[config.mk]
export PLATFORM = sky130hd
export DESIGN_NAME = interrupt_controller
export DESIGN_NICKNAME = d
export VERILOG_FILES = /design/src/rtl/intc_pkg.sv /design/src/rtl/intc_prio_enc.sv /design/src/rtl/interrupt_controller.sv
export SDC_FILE = /design/constraint.sdc
export NUM_CORES = 1
export LEC_CHECK = 0
export ABC_AREA = 1
export CAP_MARGIN = 30
export CORE_MARGIN = 2
export CORE_UTILIZATION = 44
export DETAILED_ROUTE_END_ITERATION = 7
export PLACE_DENSITY_LB_ADDON = 0.05
export SKIP_CTS_REPAIR_TIMING = 1
export SYNTH_ARGS = -nofsm -noshare
export SYNTH_HDL_FRONTEND = slang
export SYNTH_SLANG_ARGS = --single-unit
[constraint.sdc]
create_clock -name clock -period 1.45 [get_ports clock]
set_input_delay 0.2175 -clock clock [delete_from_list [all_inputs] [get_ports clock]]
set_output_delay 0.2175 -clock clock [all_outputs]
set_load 0.02 [all_outputs]
[src/rtl/intc_pkg.sv]
// Shared constants, FSM state type and vector helper for the interrupt controller.
package intc_pkg;

  localparam logic [31:0] VEC_BASE = 32'h0000_0100;
  localparam logic [31:0] NMI_VEC  = 32'h0000_0200;

  typedef enum logic [2:0] {
    ST_IDLE,
    ST_ASSERT,
    ST_SERVICE,
    ST_NMI_ASSERT,
    ST_NMI_SERVICE
  } intc_state_t;

  // Each maskable source owns an 8-byte slot above VEC_BASE.
  function automatic logic [31:0] vec_of(input logic [31:0] id);
    return VEC_BASE + (id << 3);
  endfunction

endpackage

[src/rtl/intc_prio_enc.sv]
// Fixed-priority first-one encoder: lowest set index wins.
module intc_prio_enc #(
  parameter int unsigned NUM_IRQ = 8,
  parameter int unsigned ID_W    = 3
) (
  input  logic [NUM_IRQ-1:0] req,
  output logic [ID_W-1:0]    id,
  output logic               valid
);

  always_comb begin
    id    = '0;
    valid = 1'b0;
    for (int unsigned i = 0; i < NUM_IRQ; i++) begin
      if (req[i] && !valid) begin
        id    = ID_W'(i);
        valid = 1'b1;
      end
    end
  end

endmodule

[src/rtl/interrupt_controller.sv]
// Edge-triggered interrupt controller: fixed-priority maskable sources plus a
// non-maskable line that may nest on top of an active maskable handler.
module interrupt_controller
  import intc_pkg::*;
#(
  parameter int unsigned NUM_IRQ = 8,
  parameter int unsigned ID_W    = 3
) (
  input  logic               clock,
  input  logic               reset_n,
  input  logic [NUM_IRQ-1:0] irq_in,
  input  logic               nmi_in,
  input  logic               mask_we,
  input  logic [NUM_IRQ-1:0] mask_wdata,
  input  logic               cpu_respond,
  input  logic               eoi,
  output logic               interrupt_r,
  output logic               NON_maskable_interrupt,
  output logic [31:0]        vector_addr,
  output logic [NUM_IRQ-1:0] pending,
  output logic [ID_W-1:0]    in_service_id,
  output logic               in_service
);

  intc_state_t state, state_next;

  logic [NUM_IRQ-1:0] irq_prev;
  logic [NUM_IRQ-1:0] pend_q;
  logic [NUM_IRQ-1:0] mask_q;
  logic [NUM_IRQ-1:0] irq_rise;
  logic [NUM_IRQ-1:0] eligible;
  logic [NUM_IRQ-1:0] pend_clr;
  logic               nmi_prev;
  logic               nmi_pending;
  logic               nmi_rise;
  logic               nest;
  logic               busy;
  logic [ID_W-1:0]    cur_id;
  logic [ID_W-1:0]    win_id;
  logic               win_valid;
  logic               eoi_ok;
  logic               take_irq;
  logic               ack_irq;
  logic               ack_nmi;
  logic               done_irq;
  logic               nest_enter;
  logic               nest_exit;

  assign irq_rise = irq_in & ~irq_prev;
  assign nmi_rise = nmi_in & ~nmi_prev;
  assign eligible = pend_q & ~mask_q;
  assign eoi_ok   = eoi & ~cpu_respond;

  intc_prio_enc #(
    .NUM_IRQ (NUM_IRQ),
    .ID_W    (ID_W)
  ) u_prio_enc (
    .req   (eligible),
    .id    (win_id),
    .valid (win_valid)
  );

  always_ff @(posedge clock or negedge reset_n) begin
    if (!reset_n) begin
      state <= ST_IDLE;
    end else begin
      state <= state_next;
    end
  end

  always_comb begin
    state_next = state;
    case (state)
      ST_IDLE: begin
        if (nmi_pending) begin
          state_next = ST_NMI_ASSERT;
        end else if (win_valid) begin
          state_next = ST_ASSERT;
        end
      end
      ST_ASSERT: begin
        if (cpu_respond) begin
          state_next = ST_SERVICE;
        end
      end
      ST_SERVICE: begin
        // A completing handler is honoured before nesting; the NMI is then
        // taken from IDLE one cycle later, so no eoi is ever lost.
        if (eoi_ok) begin
          state_next = ST_IDLE;
        end else if (nmi_pending) begin
          state_next = ST_NMI_ASSERT;
        end
      end
      ST_NMI_ASSERT: begin
        if (cpu_respond) begin
          state_next = ST_NMI_SERVICE;
        end
      end
      ST_NMI_SERVICE: begin
        if (eoi_ok) begin
          state_next = nest ? ST_SERVICE : ST_IDLE;
        end
      end
      default: state_next = ST_IDLE;
    endcase
  end

  assign take_irq   = (state == ST_IDLE) && !nmi_pending && win_valid;
  assign ack_irq    = (state == ST_ASSERT) && cpu_respond;
  assign ack_nmi    = (state == ST_NMI_ASSERT) && cpu_respond;
  assign done_irq   = (state == ST_SERVICE) && eoi_ok;
  assign nest_enter = (state == ST_SERVICE) && !eoi_ok && nmi_pending;
  assign nest_exit  = (state == ST_NMI_SERVICE) && eoi_ok;
  assign pend_clr   = ack_irq ? (NUM_IRQ'(1) << cur_id) : '0;

  always_ff @(posedge clock or negedge reset_n) begin
    if (!reset_n) begin
      irq_prev    <= '0;
      nmi_prev    <= 1'b0;
      pend_q      <= '0;
      nmi_pending <= 1'b0;
      mask_q      <= '1;
      cur_id      <= '0;
      busy        <= 1'b0;
      nest        <= 1'b0;
    end else begin
      irq_prev    <= irq_in;
      nmi_prev    <= nmi_in;
      // A fresh edge overrides a simultaneous clear.
      pend_q      <= (pend_q & ~pend_clr) | irq_rise;
      nmi_pending <= (nmi_pending & ~ack_nmi) | nmi_rise;
      if (mask_we) begin
        mask_q <= mask_wdata;
      end
      if (take_irq) begin
        cur_id <= win_id;
      end
      if (ack_irq) begin
        busy <= 1'b1;
      end else if (done_irq) begin
        busy <= 1'b0;
      end
      if (nest_enter) begin
        nest <= 1'b1;
      end else if (nest_exit) begin
        nest <= 1'b0;
      end
    end
  end

  always_comb begin
    interrupt_r            = (state == ST_ASSERT);
    NON_maskable_interrupt = (state == ST_NMI_ASSERT);
    if ((state == ST_NMI_ASSERT) || (state == ST_NMI_SERVICE)) begin
      vector_addr = NMI_VEC;
    end else begin
      vector_addr = vec_of(32'(cur_id));
    end
    pending       = pend_q;
    in_service_id = cur_id;
    in_service    = busy;
  end

endmodule
# Word-level counts from Yosys, hierarchy flattened
# Index checks and enable logic that the tools add are counted.
[totals]
ff_bits = 34
input_bits = 22
output_inout_bits = 46
elab_cells = 93
[classes]
addsub = 1
eq_ne = 9
shifts = 1
mux = 30
n_bitwise = 14
reduce_logical = 29
[op_table]
columns = ["cell", "count"]
rows = [
  ["3-bit 2-to-1 mux", 11],
  ["32-bit 2-to-1 mux", 1],
  ["8-bit AND", 3],
  ["8-bit NOT", 3],
  ["1-bit logical AND", 15],
  ["3-bit one-hot mux with 5 select lines", 1],
  ["1-bit 2-to-1 mux", 13],
  ["9-bit by 6-bit adder with 10-bit output (first input constant)", 1],
  ["1-bit logical NOT", 9],
  ["8-bit 2-to-1 mux", 1],
  ["8-bit bitwise OR", 1],
  ["1-bit by 3-bit << shifter with 8-bit output (first input constant)", 1],
  ["3-bit by 2-bit equality test with 1-bit output (second input constant)", 2],
  ["2-bit 2-to-1 mux", 3],
  ["2-bit != test (second input constant)", 3],
  ["3-bit != test (second input constant)", 2],
  ["5-bit AND reduction", 1],
  ["2-bit nonzero test", 2],
  ["1-bit AND", 3],
  ["3-bit by 1-bit equality test with 1-bit output (second input constant)", 1],
  ["3-bit equality test (second input constant)", 1],
  ["3-bit logical NOT", 1],
  ["1-bit NOT", 3],
  ["1-bit logical OR", 1],
  ["1-bit bitwise OR", 1],
]

# Logic depth before layout (Yosys ltp)
# Gate-level depths: netlist of the first run.
[depth]
word_depth = 27
mapped_depth = 10
mapped_depth_nobuf = 10

# Cells and area by module
# Synthesis of the first run repeated with hierarchy kept, for this count alone.
[hier_totals]
hier_cells = 212
hier_area_um2 = 1771.7
[modules_own_cells]
columns = ["module", "n_inst", "cells_each", "area_per_inst_um2"]
rows = [
  ["interrupt_controller", 1, 190, 1662.8],
  ["intc_prio_enc", 1, 22, 108.9],
]

# Worst setup path before layout of the first run
# OpenSTA, ideal clock, no wires.
[synth_timing]
kind = "register to output"
startpoint = "register state[2]"
endpoint = "output port vector_addr[3]"
t_arrival_ns = 1.296
t_required_ns = 1.233
slack_ns = -0.064
stages_incl_launch_ff = 7
path_cell_list = "dfrtp_1 inv_1 nand2_1 nor2_2 nor2_4 inv_2 nor2_1"
[synth_between]
elab_chain_cells = 3
elab_cells_between_ends = 4
[synth_rtl]
columns = ["item", "line_no", "text"]
rows = [
  ["from (decl)", "interrupt_controller.sv:25", "intc_state_t state, state_next;"],
  ["from (signal assigned)", "interrupt_controller.sv:67", "state <= state_next;"],
  ["3-bit by 2-bit equality test with 1-bit output", "n/a", ""],
  ["net NON_maskable_interrupt", "interrupt_controller.sv:18", "output logic NON_maskable_interrupt,"],
  ["1-bit logical OR", "interrupt_controller.sv:155", "if ((state == ST_NMI_ASSERT) || (state == ST_NMI_SERVICE)) begin"],
  ["32-bit 2-to-1 mux", "interrupt_controller.sv:155", ""],
  ["to (decl)", "interrupt_controller.sv:19", "output logic [31:0] vector_addr,"],
]
# The timed path passes the listed nets, and every way through them passes these cells.

# Final worst setup path of the first run
[layout_timing]
startpoint = "register state[0]"
endpoint = "output port vector_addr[4]"
[layout_between]
elab_chain_cells = 3
elab_cells_between_ends = 4
[layout_rtl]
columns = ["item", "line_no"]
rows = [
  ["3-bit by 2-bit equality test with 1-bit output or 3-bit equality test (tied branches)", "interrupt_controller.sv:155"],
  ["1-bit logical OR *", "interrupt_controller.sv:155"],
  ["32-bit 2-to-1 mux *", "interrupt_controller.sv:155"],
]
# Every way passes the cells marked *; elsewhere a longest branch is shown, timed or not.

==> flow_summary.ini, run 1 <==
[global_route]
antenna_found_initial = 0
grt_overflow = 0
gr-usage-all-layers_pct = 18.3
grt_pass1_wl_mm = 6.01
grt_pass1_vias = 1301
grt_max_degree = 35

[floorplan]
start_util_pct = 44.9
chipHeight_um = 67.4
floorplan.rows = 23
core-area_mm2 = 0.00394
die_area_mm2 = 0.00454
ios = 68
die_x_um = 67.4

[sta]
hold_ws_ps = 297
finalHoldViolations = 0
fmax_mhz = 623
finalSetupViolCount = 6
timing.final.crit_period_ps = 1610
tns_ps = -620
clock_skew_ps = 5.41
setup_ws_ps = -156
slew_violations = 0
grt_setup_unrepaired = yes
fin_crit_sh_pct = 111

[drt]
viasPerCell = 4.39
dr.pass1.iters = 4
num_vias = 1449
wirelength_mm = 3.76
post_drt_wl_per_cell_um = 11.4
ant_nets = 0
drt_iter0_drc = 83
drc = 0

[power]
p_leak_nw = 1.26
p_sw_mw = 1.60
swShare_pct = 39.5
p_seq_share_pct = 32.1
p_int_mw = 2.44
ir_drop_v = 0.000754
clockPowerShare_pct = 17.6
combPwrFrac_pct = 50.3
powerDensity_mw_per_mm2 = 1620

[clock_network]
clockBufferDepth = 2
clk_pin_slew_ps = 70
numCtsBuffers = 5
clockRootBuffer = clkbuf_8
htreeDepth = 2
clock-sinks = 34
cts_tree = done
clkLatencyLatePin_ps = 280

[final_layout]
areaGrowthSynthToFinish_pct = 40.7
layout-drive-gt1-share_pct = 28.9
final_core_utilization_pct = 63.2
regArea_um2 = 861
final_nets = 301
antenna_cells = 0
multi_input_area_um2 = 736
final_cells = 330
n_fill_cell = 361

[critical_path]
cp-start-kind = register
critPathMaxStageDelay_ps = 420
required_ps = 1230
crit_path_frequent_cell = inv_2
crit_type = reg -> out
cp_slowest_cell = dfrtp_1
path_cells = nor2_2, nand2_2, inv_2, nor2_4, inv_2, nor2_1, buf_2
crit_family = flip-flops
cp_max_fo = 4
path_buf_inv = 3
crit_arrival_ps = 1390
endpoint_kind = primary output

[logic_synthesis]
yosysSeqAreaShare_pct = 48.7
synth_area_leaders = dfrtp_1, dfstp_2, buf_4, nand2_1, o21ai_0
ys_top_cells_by_count = nand2_1, inv_1, buf_4
avgSynthCellArea_um2 = 8.35
async_flop_share_pct = 100
yosysWarnings = 0
syn_inst = 212
synth_ff_type = dfrtp_1
yosys.area.top_type_share_pct = 36.8
netlist_area_mm2 = 0.00177
synth_edf_count = 0
synth_top_area_cell = dfrtp_1
yosys.cell_types.count = 22
ys_ff_latch = 34
synthMostInstantiatedCell = nand2_1

[status]
status = finished, violations left
violations = negative setup slack

[place]
io_buffers = 40
hpwl_mm = 2.84
dpl.cell_count = 317
gp_congestion = 0.834

[worst_hold_path]
hp-class = in -> async

[flow_run]
max_cap_viol_count = 0
-- layout make-up --
class / instances / share of cell area (%)
Sequential cell: 34 / 34.6
Multi-Input combinational cell: 141 / 29.5
Clock inverter: 1 / 0.201
Inverter: 35 / 5.28
Tap cell: 50 / 2.51
Clock buffer: 7 / 3.47
Timing Repair Buffer: 62 / 24.4
-- power by group through the flow --
stage | clock (mW) | sequential [mW] | combinational (mW)
global route | 0.790 | 1.32 | 2.24
floorplan | 0 | 1.40 | 0.916
finish | 0.710 | 1.30 | 2.03
detailed placement | 0 | 1.29 | 1.83
global placement | 0 | 1.29 | 1.81
CTS | 0.743 | 1.28 | 1.83
-- registers in the layout, indices dropped and copies added (netlist names) --
| name | flops |
|---|---|
| irq_prev | 8 |
| mask_q | 8 |
| pending | 8 |
| in_service_id | 3 |
| state | 3 |
| in_service | 1 |
| nest | 1 |
| nmi_pending | 1 |
| nmi_prev | 1 |
-- stage by stage --
| step | area (um2) | worst slack [ps] | power, mW |
|---|---|---|---|
| 2_1_floorplan | 1870 | -54.9 | 2.31 |
| 3_3_place_gp | 2270 | -192 | 3.10 |
| 3_5_place_dp | 2270 | -238 | 3.12 |
| 4_1_cts | 2360 | -571 | 3.86 |
| 5_1_grt | 2490 | -239 | 4.35 |
| 6_report | 2490 | -156 | 4.04 |
-- worst paths after layout --
| check | start | end | slack [ps] | cells past startpoint |
|---|---|---|---|---|
| worst max-delay path | state[0]$_DFFE_PN0P_ | vector_addr[4] | -160 | 7 |
| worst min register to register | irq_prev[1]$_DFF_PN0_ | pending[1]$_DFF_PN0_ | 410 | 1 |
| worst min-delay path | reset_n | pending[1]$_DFF_PN0_ | 300 | 2 |
| worst max register to register | state[0]$_DFFE_PN0P_ | in_service_id[1]$_DFFE_PN0P_ | 40 | 9 |
| max in group asynchronous | reset_n | mask_q[7]$_DFFE_PN1P_ | 910 | 2 |
| min in group clock | irq_in[2] | irq_prev[2]$_DFF_PN0_ | 400 | 1 |
-- worst register-to-register path, delay by kind of cell, from the launching register on --
kind	cells	cell delay (ps)
flops	1	420
buf+inv	3	300
simple gates	6	640
-- cells in the final DEF, fill, tap and decap left out, types with 9 or more instances in the layout --
master            n
conb_1           27
nand2_1          40
dlymetal6s2s_1   12
nand2_2          12
nand3_1           9
clkdlybuf4s50_1  21
o21ai_0          13
inv_1            27
o21ai_1          16
dfrtp_1          26
buf_4            20
-- cell families after synthesis --
group           synth area share, %
other cells                   0.212
flops                          48.7
buf+inv                        19.1
compound gates                 9.55
simple gates                   22.5
-- routing by layer --
metal  global-route usage, %  share of wire, %  vias to the layer above  routed length [um]
li1                        -                 -                      742                   -
met1                    25.5                47                      660                1750
met2                    26.6                47                       43                1770
met3                    6.17               5.4                        4                 202
met4                    6.12              0.93                        0                  35
met5                       0                 0                        -                   0
(Power assumes the default switching activity.)
==> inputs of run 2 (changes only) <==
--- a/config.mk
+++ b/config.mk
@@ -7,11 +7,12 @@
 export LEC_CHECK = 0
 export ABC_AREA = 1
 export CAP_MARGIN = 30
+export CELL_PAD_IN_SITES_DETAIL_PLACEMENT = 1
+export CELL_PAD_IN_SITES_GLOBAL_PLACEMENT = 1
 export CORE_MARGIN = 2
-export CORE_UTILIZATION = 44
+export CORE_UTILIZATION = 31
 export DETAILED_ROUTE_END_ITERATION = 7
 export PLACE_DENSITY_LB_ADDON = 0.05
-export SKIP_CTS_REPAIR_TIMING = 1
 export SYNTH_ARGS = -nofsm -noshare
 export SYNTH_HDL_FRONTEND = slang
 export SYNTH_SLANG_ARGS = --single-unit
==> flow_summary.ini, run 2 (synthesis results as in run 1) <==
[status]
status = finished, violations left
violations = negative setup slack

[final_layout]
antenna_cells = 0
layout-drive-gt1-share_pct = 35.3
areaGrowthSynthToFinish_pct = 47.7
mostFrequentLayoutCells = nand2_1, conb_1, inv_1, dfrtp_1, buf_4
final_common_cell = nand2_1
final_nets = 307
stdcell_area_mm2 = 0.00261

[clock_network]
clock-sinks = 34
htreeDepth = 2
cts_tree = done
clk_pin_slew_ps = 70
numCtsBuffers = 5
clockBufferDepth = 2
clockRootBuffer = clkbuf_8
clkLatencyLatePin_ps = 290

[worst_hold_path]
hp-class = in -> async

[floorplan]
start_util_pct = 32.1
ios = 68
chipHeight_um = 79.5
die_area_mm2 = 0.00633
core-area_mm2 = 0.00551
floorplan.rows = 27
die_x_um = 79.5

[power]
total_power_mw = 4.23
powerDensity_mw_per_mm2 = 1620
ir_drop_v = 0.000740
p_leak_nw = 1.27

[critical_path]
endpoint_kind = primary output
crit_type = reg -> out
cp-start-kind = register
r2r_slack_ps = -10
cp_max_fo = 4
crit_arrival_ps = 1360
required_ps = 1230

[sta]
finalSetupViolCount = 7
setup_ws_ps = -127
grt_setup_unrepaired = yes
timing.final.crit_period_ps = 1580
slew_violations = 0
clock_skew_ps = 8.27
fin_crit_sh_pct = 109
fmax_mhz = 634
finalHoldViolations = 0

[drt]
wirelength_mm = 4.55
drt_iter0_drc = 31
num_vias = 1517
post_drt_wl_per_cell_um = 12.7
viasPerCell = 4.24
dr.pass1.iters = 4
drc = 0
ant_nets = 0

[place]
hpwl_mm = 3.42
io_buffers = 40
gp_congestion = 0.816
placed_area_mm2 = 0.00231
place_ws_ps = -248

[global_route]
grt_pass1_wl_mm = 7.32
gr-usage-all-layers_pct = 15.2
grt_max_degree = 35
grt_overflow = 0
antenna_found_initial = 0
grt_pass1_vias = 1484

[flow_run]
max_cap_viol_count = 0
[run 2: where the power goes]
group / total [mW] / leakage, nW / internal, mW / switching, mW
combinational: 2.18 / 0.857 / 0.947 / 1.24
sequential: 1.31 / 0.368 / 1.14 / 0.163
clock: 0.741 / 0.0472 / 0.382 / 0.359
total: 4.23 / 1.27 / 2.47 / 1.76
[run 2: stage by stage]
stage | TNS [ps] | utilization [%] | hold slack [ps] | cells
final | -550 | 47.5 | 292 | 358
after global routing | -1500 | 47.5 | 307 | 358
after CTS | -466 | 45.1 | 291 | 355
after detailed placement | -2080 | 42.0 | 406 | 341
after global placement | -1580 | 42.0 | 394 | 341
after floorplan | -165 | - | -78.1 | 238
[run 2: worst paths after layout]
check,start,endpoint,depth (start not counted)
max in group asynchronous,reset_n,mask_q[7]$_DFFE_PN1P_,2
max,state[1]$_DFFE_PN0P_,vector_addr[3],7
max reg2reg,mask_q[0]$_DFFE_PN1P_,state[1]$_DFFE_PN0P_,9
min reg2reg,irq_prev[5]$_DFF_PN0_,pending[5]$_DFF_PN0_,1
min,reset_n,irq_prev[0]$_DFF_PN0_,2
min in group clock,irq_in[5],irq_prev[5]$_DFF_PN0_,1
[run 2: area by class of cell]
cell class	count	area (um2)
Clock inverter	2	12.5
Inverter	35	134
Multi-Input combinational cell	141	806
Clock buffer	6	82.6
Fill cell	659	2890
Tap cell	72	90.1
Sequential cell	34	861
Timing Repair Buffer	68	628
[run 2: critical path: stages (launching register included)]
cell	delay, ps
dfrtp_1	410
nor2_2	180
nand2_2	80
inv_2	80
nor2_4	50
inv_4	100
nor2_2	50
buf_6	120
[run 2: metal layers]
layer	GRT usage [%]	wire (um)	vias up
met2	23.9	2160	47
met4	5.17	57	0
met1	20.5	2100	713
met5	0	0	-
li1	-	-	751
met3	3.62	235	6
[run 2: timing repair]
action | 4_1_cts | 5_1_grt
setup buffers | 7 | 4
cloned | 0 | 0
pin swaps | 9 | 12
hold buffers | 0 | 0
endpoints found under the setup margin | 29 | 19
resized for setup | 73 | 40
==> inputs of run 3 (changes only) <==
==> constraint.sdc (replaced) <==
create_clock -name clock -period 1.45 [get_ports clock]
set_input_delay 0.2175 -clock clock [delete_from_list [all_inputs] [get_ports clock]]
set_output_delay 0.2175 -clock clock [all_outputs]
set_load 0.01 [all_outputs]
==> flow_summary.ini, run 3 (synthesis results as in run 1) <==
[sta]
finalHoldViolations = 0
setup_ws_ps = -79.8
clock_skew_ps = 6.27
fmax_mhz = 654
finalSetupViolCount = 6
slew_violations = 0
grt_setup_unrepaired = yes
hold_ws_ps = 199
timing.final.crit_period_ps = 1530
fin_crit_sh_pct = 106

[critical_path]
rr_worst_depth = 9
cp-start-kind = register
required_ps = 1230
crit_arrival_ps = 1310
r2r_slack_ps = 30
reg2reg_to = state[1]$_DFFE_PN0P_
crit_type = reg -> out
endpoint_kind = primary output
cp_max_fo = 4
reg2reg_from = mask_q[2]$_DFFE_PN1P_

[final_layout]
multi_input_area_um2 = 806
mostFrequentLayoutCells = nand2_1, inv_1, buf_4
n_fill_cell = 669
areaGrowthSynthToFinish_pct = 49.6
antenna_cells = 0
regArea_um2 = 862
final_nets = 311
final_core_utilization_pct = 48.1
stdcell_area_mm2 = 0.00265
final_common_cell = nand2_1
layout-drive-gt1-share_pct = 35.9

[floorplan]
die_x_um = 79.5
die_area_mm2 = 0.00633
ios = 68
core-area_mm2 = 0.00551
chipHeight_um = 79.5
floorplan.rows = 27
start_util_pct = 32.1

[clock_network]
clk_pin_slew_ps = 70
clockBufferDepth = 2
cts_tree = done
numCtsBuffers = 5
htreeDepth = 2
clkLatencyLatePin_ps = 290
clockRootBuffer = clkbuf_8
clock-sinks = 34

[power]
powerDensity_mw_per_mm2 = 1610
total_power_mw = 4.27
swShare_pct = 38.0
p_seq_share_pct = 30.7
clockPowerShare_pct = 19.6
p_leak_nw = 1.30
combPwrFrac_pct = 49.7
p_sw_mw = 1.62
ir_drop_v = 0.000703
p_int_mw = 2.65

[drt]
wirelength_mm = 4.56
drt_iter0_drc = 92
num_vias = 1538
post_drt_wl_per_cell_um = 12.6
ant_nets = 0
dr.pass1.iters = 4
viasPerCell = 4.25
drc = 0

[place]
hpwl_mm = 3.45
placed_area_mm2 = 0.00231
gp_congestion = 0.778
io_buffers = 40

[status]
violations = negative setup slack
status = finished, violations left

[global_route]
grt_max_degree = 17
grt_overflow = 0
gr-usage-all-layers_pct = 15.2
antenna_found_initial = 0
grt_pass1_wl_mm = 7.21
grt_pass1_vias = 1491

[worst_hold_path]
hp-class = in -> async

[flow_run]
max_cap_viol_count = 0
## run 3: final cells by class
type / count / share of cell area, %
sequential: 34 / 32.6
clock buffer: 8 / 4.16
timing repair buffer: 72 / 24.4
multi-input combinational: 141 / 30.4
tap: 72 / 3.40
inverter: 35 / 5.06
## run 3: power by group through the flow
stage / Sequential (mW) / Clock (mW) / Combinational, mW
floorplan: 1.34 / 0 / 0.796
global placement: 1.29 / 0 / 1.67
detailed placement: 1.30 / 0 / 1.69
CTS: 1.28 / 0.880 / 1.74
global route: 1.34 / 0.920 / 2.31
finish: 1.31 / 0.838 / 2.12
## run 3: worst max path at each step
stage / start / to / slack, ps / cells after the start
after floorplan: state[2]$_DFFE_PN0P_ / vector_addr[3] / 130 / 6
after global placement: state[2]$_DFFE_PN0P_ / vector_addr[9] / -160 / 6
after detailed placement: state[2]$_DFFE_PN0P_ / vector_addr[9] / -200 / 6
after CTS: state[0]$_DFFE_PN0P_ / vector_addr[3] / -120 / 7
after global routing: state[1]$_DFFE_PN0P_ / vector_addr[4] / -160 / 7
final: state[1]$_DFFE_PN0P_ / vector_addr[5] / -80 / 7
## run 3: metal layers
metal | vias to the layer above | share of wire, % | track usage [%]
met5 | - | 0 | 0
met4 | 0 | 1.7 | 6.72
met3 | 7 | 4.7 | 3.85
met2 | 44 | 48 | 23.6
met1 | 729 | 46 | 20.0
li1 | 758 | - | -
## run 3: through the flow
| stage | setup slack [ps] | std cells | setup TNS, ps |
|---|---|---|---|
| after CTS | -117 | 353 | -483 |
| after detailed placement | -204 | 341 | -1260 |
| after floorplan | 132 | 238 | 0 |
| final | -79.8 | 362 | -367 |
| after global placement | -158 | 341 | -866 |
| after global routing | -165 | 362 | -1590 |
## run 3: critical path, cell delays in order (launching register included)
cell	delay, ps
dfrtp_1	430
nor2_4	130
nand2_2	80
inv_2	80
nor2_4	40
inv_4	80
nor2_1	40
buf_2	130
## run 3: repair_timing
item,in CTS,in global routing
buffers inserted,5,10
endpoints found under the setup margin,25,21
pin swaps,5,15
resized for setup,55,48
hold buffers,0,0
